## src/rtl/mel_filterbank_engine.sv

```systemverilog
// mel_filterbank_engine
//   Applies the mel coefficient ROM to one frame of power spectrum and emits
//   MEL_BINS filter energies, in order 0..MEL_BINS-1, over a valid/ready stream.
//   Sits between the FFT power-spectrum buffer and the log stage.
//
// Ports
//   clk, rst                      clock, synchronous active-high reset
//   start / busy / done           frame control (start accepted only in IDLE)
//   mel_idx, coeff_idx            ROM select (weight_in/start_bin/end_bin return combinationally)
//   weight_in, start_bin, end_bin ROM data
//   spec_addr, spec_rd, spec_data spectrum RAM port (data one cycle after spec_rd)
//   mel_valid, mel_ready,
//   mel_energy, mel_last          output stream
//   dbg_state                     current FSM state (IDLE=0 FETCH=1 MAC=2 DRAIN=3 OUT=4 DONE=5)
//
// Stream handshake: mel_energy/mel_last are presented with mel_valid and held
// unchanged until the cycle in which mel_valid && mel_ready (the transfer);
// mel_valid never drops without a transfer.
//
// Configuration macro MEL_SAT_EN: when defined, energies above 2^OUT_W-1 clamp
// to all ones; otherwise the low OUT_W bits are emitted.
module mel_filterbank_engine #(
  parameter int MEL_BINS   = 40,
  parameter int MAX_COEFFS = 16,
  parameter int COEFF_W    = 16,
  parameter int BIN_W      = 7,
  parameter int NUM_BINS   = 128,
  parameter int POW_W      = 32,
  parameter int OUT_W      = 32,
  parameter int ACC_W      = POW_W + COEFF_W + $clog2(MAX_COEFFS)
) (
  input  logic                          clk,
  input  logic                          rst,
  input  logic                          start,
  output logic                          busy,
  output logic                          done,
  output logic [$clog2(MEL_BINS)-1:0]   mel_idx,
  output logic [$clog2(MAX_COEFFS)-1:0] coeff_idx,
  input  logic [COEFF_W-1:0]            weight_in,
  input  logic [BIN_W-1:0]              start_bin,
  input  logic [BIN_W-1:0]              end_bin,
  output logic [BIN_W-1:0]              spec_addr,
  output logic                          spec_rd,
  input  logic [POW_W-1:0]              spec_data,
  output logic                          mel_valid,
  input  logic                          mel_ready,
  output logic [OUT_W-1:0]              mel_energy,
  output logic                          mel_last,
  output logic [2:0]                    dbg_state
);

  localparam int MW = $clog2(MEL_BINS);
  localparam int KW = $clog2(MAX_COEFFS);
  localparam int NW = KW + 1;
  localparam int AW = BIN_W + KW + 1;
  localparam int PW = POW_W + COEFF_W;

  localparam logic [2:0] S_IDLE  = 3'd0;
  localparam logic [2:0] S_FETCH = 3'd1;
  localparam logic [2:0] S_MAC   = 3'd2;
  localparam logic [2:0] S_DRAIN = 3'd3;
  localparam logic [2:0] S_OUT   = 3'd4;
  localparam logic [2:0] S_DONE  = 3'd5;

  logic [2:0]         r_state;
  logic [MW-1:0]      r_m;
  logic [KW-1:0]      r_k;
  logic [NW-1:0]      r_n;
  logic [BIN_W-1:0]   r_start;
  logic [COEFF_W-1:0] r_w;
  logic               r_pv;    // r_w pairs with a real read arriving on spec_data
  logic [ACC_W-1:0]   r_acc;

  logic [AW-1:0]      w_bin;
  logic               w_in_range;
  logic [BIN_W:0]     w_span;
  logic [NW-1:0]      w_n;
  logic [PW-1:0]      w_prod;
  logic [ACC_W-1:0]   w_shift;
  logic [OUT_W-1:0]   w_energy;
  logic               w_last;

  // Bin address is computed wide so start+k past the top of the bin space
  // is recognised as out of range instead of wrapping to a low bin.
  assign w_bin      = AW'(r_start) + AW'(r_k);
  assign w_in_range = (w_bin < AW'(NUM_BINS));

  // Coefficient count for the filter being fetched: inclusive span, capped,
  // and zero for an inverted (empty) filter.
  assign w_span = {1'b0, end_bin} - {1'b0, start_bin} + (BIN_W+1)'(1);
  always_comb begin
    w_n = '0;
    if (end_bin < start_bin)
      w_n = '0;
    else if (w_span > (BIN_W+1)'(MAX_COEFFS))
      w_n = NW'(MAX_COEFFS);
    else
      w_n = w_span[NW-1:0];
  end

  // Out-of-range bins were never read, so their product is forced to zero.
  assign w_prod = r_pv ? (PW'(r_w) * PW'(spec_data)) : '0;

  assign w_shift = r_acc >> (COEFF_W - 1);
`ifdef MEL_SAT_EN
  assign w_energy = (|w_shift[ACC_W-1:OUT_W]) ? {OUT_W{1'b1}} : w_shift[OUT_W-1:0];
`else
  assign w_energy = w_shift[OUT_W-1:0];
`endif

  assign w_last = (r_m == MW'(MEL_BINS - 1));

  always_ff @(posedge clk) begin
    if (rst) begin
      r_state <= S_IDLE;
      r_m     <= '0;
      r_k     <= '0;
      r_n     <= '0;
      r_start <= '0;
      r_w     <= '0;
      r_pv    <= 1'b0;
      r_acc   <= '0;
    end else begin
      case (r_state)
        S_IDLE: begin
          if (start) begin
            r_m     <= '0;
            r_state <= S_FETCH;
          end
        end
        S_FETCH: begin
          r_start <= start_bin;
          r_n     <= w_n;
          r_k     <= '0;
          r_acc   <= '0;
          r_pv    <= 1'b0;
          r_state <= (w_n == '0) ? S_DRAIN : S_MAC;
        end
        S_MAC: begin
          r_w   <= weight_in;
          r_pv  <= w_in_range;
          r_acc <= r_acc + ACC_W'(w_prod);
          if (NW'(r_k) == r_n - NW'(1))
            r_state <= S_DRAIN;
          else
            r_k <= r_k + KW'(1);
        end
        S_DRAIN: begin
          r_acc   <= r_acc + ACC_W'(w_prod);
          r_pv    <= 1'b0;
          r_state <= S_OUT;
        end
        S_OUT: begin
          if (mel_ready) begin
            if (w_last) begin
              r_state <= S_DONE;
            end else begin
              r_m     <= r_m + MW'(1);
              r_state <= S_FETCH;
            end
          end
        end
        S_DONE:  r_state <= S_IDLE;
        default: r_state <= S_IDLE;
      endcase
    end
  end

  assign dbg_state  = r_state;
  assign busy       = (r_state != S_IDLE) && (r_state != S_DONE);
  assign done       = (r_state == S_DONE);
  assign mel_idx    = r_m;
  assign coeff_idx  = (r_state == S_MAC) ? r_k : '0;
  assign spec_rd    = (r_state == S_MAC) && w_in_range;
  assign spec_addr  = spec_rd ? w_bin[BIN_W-1:0] : '0;
  assign mel_valid  = (r_state == S_OUT);
  assign mel_energy = mel_valid ? w_energy : '0;
  assign mel_last   = mel_valid && w_last;

endmodule

```

## config.mk

```make
export PLATFORM = sky130hd
export DESIGN_NAME = mel_filterbank_engine
export DESIGN_NICKNAME = d
export VERILOG_FILES = /design/src/rtl/mel_filterbank_engine.sv
export SDC_FILE = /design/constraint.sdc
export NUM_CORES = 2
export LEC_CHECK = 0
export ABC_AREA = 1
export BUFFER_PORTS_ARGS = -buffer_cell sky130_fd_sc_hd__buf_2
export CORE_MARGIN = 2
export CORE_UTILIZATION = 59
export DETAILED_ROUTE_END_ITERATION = 16
export PLACE_DENSITY = 0.8
export RECOVER_POWER = 100
export SLEW_MARGIN = 5
export SYNTH_ARGS = -nofsm -noshare
export SYNTH_HDL_FRONTEND = slang
export SYNTH_SLANG_ARGS = --single-unit
```

## constraint.sdc

```tcl
create_clock -name clk -period 9.1 [get_ports clk]
set_input_delay 2.275 -clock clk [delete_from_list [all_inputs] [get_ports clk]]
set_output_delay 2.275 -clock clk [all_outputs]
set_load 0.05 [all_outputs]
```

==> key figures <==
Detailed routing
  • DRT Pass-1 Iters: 6
  • WL per Instance: around 17 um
  • Routed Antenna Nets: 0
  • DRC viols: 0
  • Routed vias: 24200
  • Initial DRC count: around 2600
  • Final WL: roughly 74 mm
  • Vias per std cell: about 5.5

Worst setup path
  • CP arrival: between 9 and 10 ns
  • Crit start category: input pin
  • Max FO, Critical Path: 8
  • CP Buf/Inv Count: 11
  • Max incr delay on CP: 0.55 ns
  • Most frequent CP cell: fa_1
  • Slowest CP cell: fa_1
  • Delay-heaviest family, CP: adder cells
  • Crit Path Category: input pin to flip-flop
  • Critical path required time: ~9.4 ns
  • R2R setup slack: around 0.86 ns
  • CP Capture Type: flip-flop

Power and ir drop
  • Leak: between 15 and 20 nW
  • Comb pwr share: about 84%
  • Switching Fraction: a little over half
  • Reg power frac: under 10%
  • Power Dens Cells: between 200 and 250 nW/um2
  • Cell Int Power: around 2.8 mW
  • NetSw: 3.21 mW
  • Clk pwr share: around 6.8%
  • Max rail drop VDD: 0.166 mV

Floorplan
  • Die span in x: 208 um
  • Die ar.: 43100 um2
  • Top Ports: 123
  • Core ar.: 40800 um2
  • # rows: 74
  • Initial Utilization: between 50% and 60%
  • Chip height: 208 um

Final layout
  • Area Overhead vs Synth: 21.7%
  • Fillers: about 3000
  • # diodes: 0
  • Fin nets: between 4000 and 5000
  • Register area: ~1800 um2
  • Layout Cells excl Fill: between 4000 and 5000
  • Layout cell share with drive strength beyond 1: about 20%
  • Fin area: 29700 um2
  • Utilization after layout: about 73%
  • Area of the multi-input gates: roughly 20000 um2

Placement
  • Placed Cells: between 4000 and 5000
  • DP HPWL: about 56 mm
  • Dpl ws: -0.505 ns
  • PortBufs: between 100 and 150
  • Area post-placement: between 20000 and 30000 um2
  • RePlAce Congestion: approximately 1.0

Flow run
  • MaxCap Viol Count: 0

Global routing
  • Gr usage total: 31.3%
  • Initial antenna violation count: 2
  • Vias in the first global route: 23500
  • Largest net degree at the start of global routing: 73
  • Global-route wire length before repair: ~110 mm
  • Total gr overflow: 0

STA
  • Fin crit period: slightly above 9 ns
  • Worst slew margin: between 20% and 30%
  • Final Cycle Share: 101%
  • Unrepaired setup endpoints after global routing: yes
  • Clock Skew: 0.00830 ns
  • Worst Max-Slew Pin Slew: about 1.2 ns
  • Fmax: roughly 110 MHz
  • Final Hold Slack: about 0.47 ns
  • Final Max Tran Viols: 0
  • Setup violators final: 4
  • Final Hold Viols: 0
  • Setup ws final: -0.0918 ns

Yosys
  • Top-area cell type share of the netlist area: 34.6%
  • Synth Flop Type: dfxtp_1
  • Post-Synthesis Cells: between 3000 and 4000
  • Number of synthesized flops with an enable pin: 0
  • Avg Cell Area, Syn: 6.94 um2
  • Number of library cell types mapped by synthesis: between 50 and 60
  • Post-synth ARST share: 0%
  • Sequential share of the synthesized area: around 7.3%
  • Yosys warning count: 0
  • Netlist area before placement: around 24000 um2
  • Yosys reg bits: 89
  • Mapped Nets: 4195
  • Ranking of synthesized cells by area: fa_1, inv_1, nand2_1, ha_1, dfxtp_1
  • Largest area contributor in the netlist: fa_1

Status
  • Status: finished with violations
  • Violated checks: negative setup slack

Clock network
  • CTS tree: yes
  • Worst-path clk slew: around 0.070 ns
  • Clock sink total: 89
  • Cts bufs inserted: 9
  • Clock Latency Late Sink: approximately 0.36 ns
  • CTS H-tree lvls: 3
  • Clk root buf: clkbuf_16
  • Clk buf depth: 2

Worst hold path
  • Worst min path class: flip-flop to flip-flop
-- worst reg2reg max path, delay by kind of cell (launching register included) --
family / cells / cell delay (ns)
adder cells (fa/ha/maj): 8 / 3.83
AO/OA/AOI/OAI: 7 / 1.19
AND/OR/NAND/NOR: 12 / 1.36
buffers and inverters: 9 / 0.75
flip-flops: 1 / 1.05
-- metal layers --
metal	global-route usage, %	share of wire (%)
met5	0	0.037
met3	4.45	9.5
met4	7.61	3.9
met1	42.8	38
met2	52.8	48
-- path summary, 6_finish.rpt --
| check | cells past startpoint | startpoint | end |
|---|---|---|---|
| worst max-delay path | 38 | spec_data[12] | r_acc[46]$_SDFFE_PP0P_ |
| worst max register to register | 36 | r_w[2]$_SDFFE_PP0P_ | r_acc[46]$_SDFFE_PP0P_ |
| worst min register to register | 2 | r_w[14]$_SDFFE_PP0P_ | r_w[14]$_SDFFE_PP0P_ |
| worst min-delay path | 2 | r_w[14]$_SDFFE_PP0P_ | r_w[14]$_SDFFE_PP0P_ |
-- state kept, by name, summed over array words and instances, names as in the netlist --
name	cells
r_acc	47
r_w	16
r_start	7
mel_idx	6
r_n	5
r_k	4
dbg_state	3
r_pv	1
-- cells by family after synthesis --
logic type,synth area share [%]
simple gates,21.0
buf+inv,16.3
fa+ha+maj,44.0
compound gates,10.7
flops,7.29
xor+xnor,0.824
-- power by group through the flow --
stage / Combinational [mW] / Sequential (mW) / Clock [mW]
2_1_floorplan: 2.72 / 0.475 / 0
3_3_place_gp: 4.17 / 0.542 / 0
3_5_place_dp: 4.22 / 0.543 / 0
4_1_cts: 4.32 / 0.534 / 0.407
5_1_grt: 5.58 / 0.546 / 0.422
6_report: 5.04 / 0.542 / 0.405
-- layout make-up --
cell class | instances | share of cell area, %
multi-input cells | 2374 | 67.2
clock inverters | 6 | 0.278
well taps | 532 | 2.24
inverters | 901 | 11.4
clock buffers | 10 | 0.770
flip-flops and latches | 89 | 5.99
repair buffers | 480 | 12.2
-- placed cells by master, fill, tap and decap left out, drive strengths merged, types with 5 or more instances in the layout --
| master | synthesis | routed |
|---|---|---|
| nand3 | 84 | 84 |
| nor4 | 8 | 8 |
| fa | 422 | 422 |
| a31oi | 17 | 17 |
| or2 | 11 | 11 |
| a21oi | 220 | 220 |
| o21a | 6 | 6 |
| and3 | 6 | 6 |
| a21boi | 30 | 30 |
| inv | 900 | 903 |
| nand3b | 5 | 5 |
| nand4 | 11 | 11 |
| buf | 4 | 473 |
| o21ai | 130 | 130 |
| o21bai | 21 | 21 |
| a21o | 15 | 15 |
| nor2 | 234 | 234 |
| nor3 | 22 | 22 |
| o22ai | 7 | 7 |
| dfxtp | 89 | 89 |
| xnor2 | 7 | 7 |
| ha | 184 | 184 |
| nand2 | 897 | 897 |
| clkbuf | 155 | 17 |
| o211ai | 7 | 7 |
| xor2 | 16 | 16 |
-- stage by stage --
step	TNS [ns]	power [mW]
floorplan	0	3.19
global placement	-5.60	4.71
detailed placement	-7.88	4.76
CTS	0	5.27
global route	-4.09	6.55
finish	-0.142	5.98
-- cell usage after synthesis (all sizes together) (7+ instances only) --
cell	n
inv	900
nand2	897
fa	422
nor2	234
a21oi	220
ha	184
clkbuf	155
o21ai	130
dfxtp	89
nand3	84
a21boi	30
nor3	22
o21bai	21
a31oi	17
xor2	16
a21o	15
nand4	11
or2	11
nor4	8
o211ai	7
o22ai	7
xnor2	7
-- what timing repair did --
item / CTS / global route
hold buffers: 0 / 0
gates resized for setup: 11 / 385
hold endpoints to repair: 0 / 0
gates cloned: 0 / 3
buffers inserted: 1 / 30
pin swaps: 1 / 111
setup endpoints to repair: 14 / 29
Power figures use the tool's default switching activity.
